`src/rtl/instr_encoder.sv`:
```
// rtl/instr_encoder.sv - MIPS field-to-word encoder with request FIFO and memory write port; optional ENC_NOP_PAD_EN
module instr_encoder #(
  parameter int FIFO_DEPTH = 4,
  parameter int CNT_W      = 16
) (
  input  logic             clk_i,
  input  logic             rst_i,
  input  logic             req_valid_i,
  output logic             req_ready_o,
  input  logic [2:0]       req_op_i,
  input  logic [4:0]       req_rs_i,
  input  logic [4:0]       req_rt_i,
  input  logic [4:0]       req_rd_i,
  input  logic [4:0]       req_shamt_i,
  input  logic [5:0]       req_funct_i,
  input  logic [15:0]      req_imm_i,
  input  logic             base_load_i,
  input  logic [31:0]      base_addr_i,
  output logic             mem_we_o,
  output logic [31:0]      mem_addr_o,
  output logic [31:0]      mem_data_o,
  input  logic             mem_ack_i,
  output logic             err_o,
  output logic [CNT_W-1:0] count_o
);

  localparam int AW = $clog2(FIFO_DEPTH);
  localparam logic [AW:0]      PTR_ONE = 1;
  localparam logic [CNT_W-1:0] CNT_ONE = 1;

`ifdef ENC_NOP_PAD_EN
  // Entries carry a branch tag so the write side knows to follow with a NOP.
  localparam int EW = 33;
  typedef enum logic [1:0] {IDLE, WRITE, PAD} state_t;
`else
  localparam int EW = 32;
  typedef enum logic [1:0] {IDLE, WRITE} state_t;
`endif

  state_t state, next_state;

  logic [EW-1:0] fifo_mem [FIFO_DEPTH];
  logic [AW:0]   wr_ptr, rd_ptr;
  logic          full, empty;
  logic          accept, push, pop, wr_done;
  logic [31:0]   enc_word;
  logic [EW-1:0] push_entry;
  logic [EW-1:0] head_entry;
`ifdef ENC_NOP_PAD_EN
  logic          is_branch;
  logic          cur_branch;
`endif

  // Extra pointer bit distinguishes full from empty when the low bits match.
  assign full  = (wr_ptr[AW] != rd_ptr[AW]) && (wr_ptr[AW-1:0] == rd_ptr[AW-1:0]);
  assign empty = (wr_ptr == rd_ptr);

  // Ready is held low while reset is asserted so nothing is accepted then.
  assign req_ready_o = rst_i && !full;
  assign accept      = req_valid_i && req_ready_o;
  assign push        = accept && (req_op_i != 3'd7);
  assign pop         = (state == IDLE) && !empty;
  assign wr_done     = mem_we_o && mem_ack_i;
  assign head_entry  = fifo_mem[rd_ptr[AW-1:0]];

  // Field-to-word encoding, done at push so the FIFO holds finished words.
  always_comb begin
    enc_word = 32'h0000_0000;
    case (req_op_i)
      3'd0: enc_word = {6'b000000, req_rs_i, req_rt_i, req_rd_i, req_shamt_i, req_funct_i};
      3'd1: enc_word = {6'b001000, req_rs_i, req_rt_i, req_imm_i};
      3'd2: enc_word = {6'b001011, req_rs_i, req_rt_i, req_imm_i};
      3'd3: enc_word = {6'b000100, req_rs_i, req_rt_i, req_imm_i};
      3'd4: enc_word = {6'b001111, 5'b00000, req_rt_i, req_imm_i};
      3'd5: enc_word = {6'b001101, req_rs_i, req_rt_i, req_imm_i};
      3'd6: enc_word = {6'b000101, req_rs_i, req_rt_i, req_imm_i};
      default: enc_word = 32'h0000_0000;
    endcase
  end

`ifdef ENC_NOP_PAD_EN
  assign is_branch  = (req_op_i == 3'd3) || (req_op_i == 3'd6);
  assign push_entry = {is_branch, enc_word};
`else
  assign push_entry = enc_word;
`endif

  // FIFO storage needs no reset; validity is tracked by the pointers.
  always_ff @(posedge clk_i) begin
    if (push) begin
      fifo_mem[wr_ptr[AW-1:0]] <= push_entry;
    end
  end

  // FSM state register.
  always_ff @(posedge clk_i or negedge rst_i) begin
    if (!rst_i) begin
      state <= IDLE;
    end else begin
      state <= next_state;
    end
  end

  // Next state and write strobe: strobe is held in WRITE/PAD until acked.
  always_comb begin
    next_state = state;
    mem_we_o   = 1'b0;
    case (state)
      IDLE: begin
        if (pop) begin
          next_state = WRITE;
        end
      end
      WRITE: begin
        mem_we_o = 1'b1;
        if (mem_ack_i) begin
`ifdef ENC_NOP_PAD_EN
          next_state = cur_branch ? PAD : IDLE;
`else
          next_state = IDLE;
`endif
        end
      end
`ifdef ENC_NOP_PAD_EN
      PAD: begin
        mem_we_o = 1'b1;
        if (mem_ack_i) begin
          next_state = IDLE;
        end
      end
`endif
      default: next_state = IDLE;
    endcase
  end

  // Pointers, write address/data, counter and sticky error.
  always_ff @(posedge clk_i or negedge rst_i) begin
    if (!rst_i) begin
      wr_ptr     <= '0;
      rd_ptr     <= '0;
      mem_addr_o <= 32'h0000_0000;
      mem_data_o <= 32'h0000_0000;
      count_o    <= '0;
      err_o      <= 1'b0;
`ifdef ENC_NOP_PAD_EN
      cur_branch <= 1'b0;
`endif
    end else begin
      if (push) begin
        wr_ptr <= wr_ptr + PTR_ONE;
      end
      if (accept && (req_op_i == 3'd7)) begin
        err_o <= 1'b1;
      end
      if (pop) begin
        rd_ptr     <= rd_ptr + PTR_ONE;
        mem_data_o <= head_entry[31:0];
`ifdef ENC_NOP_PAD_EN
        cur_branch <= head_entry[32];
`endif
      end
      if (wr_done) begin
        mem_addr_o <= mem_addr_o + 32'd4;
        count_o    <= count_o + CNT_ONE;
`ifdef ENC_NOP_PAD_EN
        // The delay-slot NOP is written next, so clear the data now.
        if ((state == WRITE) && cur_branch) begin
          mem_data_o <= 32'h0000_0000;
        end
`endif
      end
      // A new base only takes effect when nothing is queued or in flight.
      if ((state == IDLE) && empty && base_load_i) begin
        mem_addr_o <= base_addr_i;
      end
    end
  end

endmodule

```
`config.mk`:
```
export PLATFORM = sky130hd
export DESIGN_NAME = instr_encoder
export DESIGN_NICKNAME = d
export VERILOG_FILES = /design/src/rtl/instr_encoder.sv
export SDC_FILE = /design/constraint.sdc
export NUM_CORES = 1
export LEC_CHECK = 0
export ABC_CLOCK_PERIOD_IN_PS = 4940
export CORE_AREA = 2 2 109 163
export CTS_CLUSTER_DIAMETER = 150
export CTS_CLUSTER_SIZE = 25
export DETAILED_ROUTE_END_ITERATION = 8
export DIE_AREA = 0 0 111 165
export GPL_TIMING_DRIVEN = 0
export PLACE_DENSITY = 0.91
export SLEW_MARGIN = 20
export SYNTH_ARGS = -nofsm -noshare
export SYNTH_HDL_FRONTEND = slang
export SYNTH_SLANG_ARGS = --single-unit
```
`constraint.sdc`:
```
create_clock -name clk_i -period 4.94 [get_ports clk_i]
set_input_delay 1.235 -clock clk_i [delete_from_list [all_inputs] [get_ports clk_i]]
set_output_delay 1.235 -clock clk_i [all_outputs]
set_load 0.01 [all_outputs]
```
==> reports/qor.csv <==
stage;metric;value;unit
status;run_status;complete, no violations;
floorplan;initial_core_util;53.3;%
logic_synthesis;synth_mux_area_share;11.5;%
logic_synthesis;synth_top_family_by_area;simple AND/OR/NAND/NOR gates;
clock_network;clockRootBuffer;clkbuf_16;
min_path;hold_start;mem_addr_o[0];
clock_network;cts_buffers;12;
detailed_routing;routed_wl;20.4;mm
logic_synthesis;synth_flop_cell;edfxtp_1;
min_path;min_to;mem_addr_o[0];
sta;clock_skew;0.0313;ns
clock_network;cts.sinks;206;
detailed_routing;drt_pre_antenna_iters;5;
global_route;grt_pass1_vias;6053;
detailed_routing;ant_nets;0;
global_route;grt_max_degree;50;
job;maxCapViolations;0;
min_path;hold_class;reg2reg;
clock_network;postCtsSetupBuffers;0;
setup_path;cp-start-kind;input port;
logic_synthesis;syn_area;8940;sq um
floorplan;die_y;165;um
placed_design;dpl_worst_slack;1.32;ns
cells_and_area;diodes;0;
logic_synthesis;synth-xor-area-share;4.80;%
logic_synthesis;avgSynthCellArea;14.4;sq um
cells_and_area;finalNonFillerCells;1011;
detailed_routing;num_vias;5779;
clock_network;insertion_delay;0.47;ns
detailed_routing;first_iter_violations;381;
clock_network;clkTransAtPathRegs;0.10;ns
clock_network;cts_hold_buf;0;
sta;tightest_slew;0.876;ns
sta;max_freq;0.278;GHz
sta;finalSetupViolCount;0;
clock_network;ctsResizeCount;0;
setup_path;cp-end-kind;primary output;
sta;fin_hold_ws;0.485;ns
logic_synthesis;ys_ff_latch;206;
logic_synthesis;synth-edff-count;120;
clock_network;cts_tree;built;
sta;finalCritPeriodShare;72.7;%
sta;worst_slack;1.35;ns
placed_design;numPortBuffers;159;
logic_synthesis;synth_compound_area_share;4.04;%
cells_and_area;areaGrowthSynthToFinish;25.2;%
clock_network;htreeDepth;1;
placed_design;place_congestion;0.852;
sta;rsz0062_at_grt;false;
floorplan;dieWidth;111;um
cells_and_area;nets;884;
cells_and_area;drive_gt1_share;14.5;%
setup_path;reg2reg_from;rd_ptr[0];
min_path;holdPathStages;2;
global_route;grt-ovfl-total;0;
detailed_routing;avgRoutedWirePerCell;20.2;um
placed_design;dpl_cell_area;10800;sq um
logic_synthesis;yosysWarnings;0;
setup_path;crit_arrival;2.36;ns
logic_synthesis;syn-instance-count;620;
sta;drv_slew;0;
power;vdd_drop_max;0.492;mV
sta;max_slew_margin;41.6;%
detailed_routing;route.detailed.drc;0;
sta;hold_violations;0;
placed_design;dp.cells;991;
logic_synthesis;synth_simple_gate_area_share;11.7;%
setup_path;cp_max_fo;39;
sta;min_period;3.59;ns
power;power_per_cell_area;530;nW/um^2
logic_synthesis;async_flop_share;41.7;%
sta;finalSetupTns;0;ns
power;power.leakage;4.11;nW
floorplan;fp.dieArea;18300;sq um
setup_path;reg2reg_to;fifo_mem[0][23];
global_route;grt_pass1_wl;32.3;mm
floorplan;placeableCoreArea;16800;sq um
detailed_routing;vias_per_cell;5.72;
global_route;track_usage;22.3;%
logic_synthesis;synth_cell_types;51;
setup_path;r2r_slack;2.41;ns
setup_path;crit_type;in2out;
logic_synthesis;synth_fa_ha_area_share;0.980;%
placed_design;dp_hpwl;14.3;mm
setup_path;r2r_cells;6;
setup_path;worstPathRequired;3.70;ns
global_route;antenna_found_initial;0;
cells_and_area;final_cell_area;11200;sq um
floorplan;rows;58;
floorplan;pin_count;165;
clock_network;cts_buffer_depth;3;
logic_synthesis;ys_seq_area_share;64.4;%
[state kept, by name, indices dropped and copies added (netlist names)]
register	cells
mem_data_o	30
fifo_mem	120
wr_ptr	3
state	1
rd_ptr	3
err_o	1
mem_addr_o	32
count_o	16
[critical path, cell delays in order]
cell,delay (ns)
buf_6,0.32
o31a_4,0.25
clkdlybuf4s50_1,0.53
[cell type report]
cell class / count / area [sq um]
Multi-Input combinational cell: 372 / 2960
Tap cell: 210 / 263
Clock inverter: 1 / 20.0
Buffer: 34 / 190
Timing Repair Buffer: 160 / 1620
Inverter: 9 / 33.8
Clock buffer: 19 / 348
Fill cell: 1121 / 5570
Sequential cell: 206 / 5760
[cell usage after synthesis (5+ instances only)]
master,instances,area share [%]
nor3_1,13,0.73
nand4_1,5,0.35
o21ai_0,19,1.1
a22oi_1,5,0.42
mux4_2,29,7.3
nor2_1,20,0.84
and3_1,9,0.63
buf_2,11,0.62
o21ai_1,6,0.34
inv_1,9,0.38
edfxtp_1,120,40
clkbuf_1,14,0.59
xor2_1,10,0.98
nor2b_1,5,0.35
dfrtp_1,86,24
ha_1,7,0.98
xnor2_1,34,3.3
mux2_2,29,3.7
nand2_1,80,3.4
nand3_1,19,1.1
a21oi_1,23,1.3
and2_1,9,0.63
buf_6,5,0.63
[placed cells by master, fill, tap and decap left out, types with 4 or more instances in the layout]
cell,synthesis,routed
a21oi_1,23,23
a22oi_1,5,5
and2_1,9,9
and3_1,9,9
and4_1,4,4
buf_2,11,11
buf_6,5,6
clkbuf_1,14,20
clkbuf_16,0,13
clkdlybuf4s50_1,0,158
dfrtp_1,86,86
edfxtp_1,120,120
ha_1,7,7
inv_1,9,9
mux2_2,29,29
mux4_2,29,29
nand2_1,80,80
nand3_1,19,19
nand4_1,5,5
nor2_1,20,20
nor2b_1,5,5
nor3_1,13,13
nor4_1,4,4
nor4_2,4,4
o21ai_0,19,19
o21ai_1,6,6
xnor2_1,34,34
xor2_1,10,10
[cells by family (layout without fill, tap and decap cells)]
logic type | count (synthesis) | in the layout
flip-flops | 206 | 206
AND/OR/NAND/NOR | 193 | 193
AO/OA/AOI/OAI | 63 | 63
multiplexers | 61 | 61
XOR/XNOR | 46 | 46
buffers and inverters | 43 | 223
adder cells (fa/ha/maj) | 7 | 7
other | 1 | 2
[worst max-delay path by stage]
stage | startpoint | to | slack [ns] | cells past startpoint
6_report | rst_i | req_ready_o | 1.35 | 3
5_1_grt | rst_i | req_ready_o | 1.27 | 3
4_1_cts | rst_i | req_ready_o | 1.31 | 3
3_5_place_dp | rst_i | req_ready_o | 1.32 | 3
3_3_place_gp | rst_i | req_ready_o | -2.19 | 3
2_1_floorplan | req_op_i[1] | fifo_mem[0][0] | 2.12 | 5
[stage by stage]
stage | power (W) | util, %
floorplan | 0.00389 | -
global placement | 0.00480 | 64.4
detailed placement | 0.00492 | 64.6
CTS | 0.00598 | 66.8
global route | 0.00624 | 66.8
finish | 0.00593 | 66.8
[where the power goes]
group	switching, W	internal, W
Combinational	0.00104	0.00125
Sequential	0.000333	0.00225
Clock	0.000548	0.000501
[metal layers]
layer	vias up	wire [um]	part of all wire, %	track usage [%]
li1	2607	-	-	-
met1	2847	7530	37	26.2
met2	277	10900	53	41.5
met3	48	1330	6.5	3.52
met4	0	654	3.2	8.07
met5	-	0	0	0
Power figures use the tool's default switching activity.
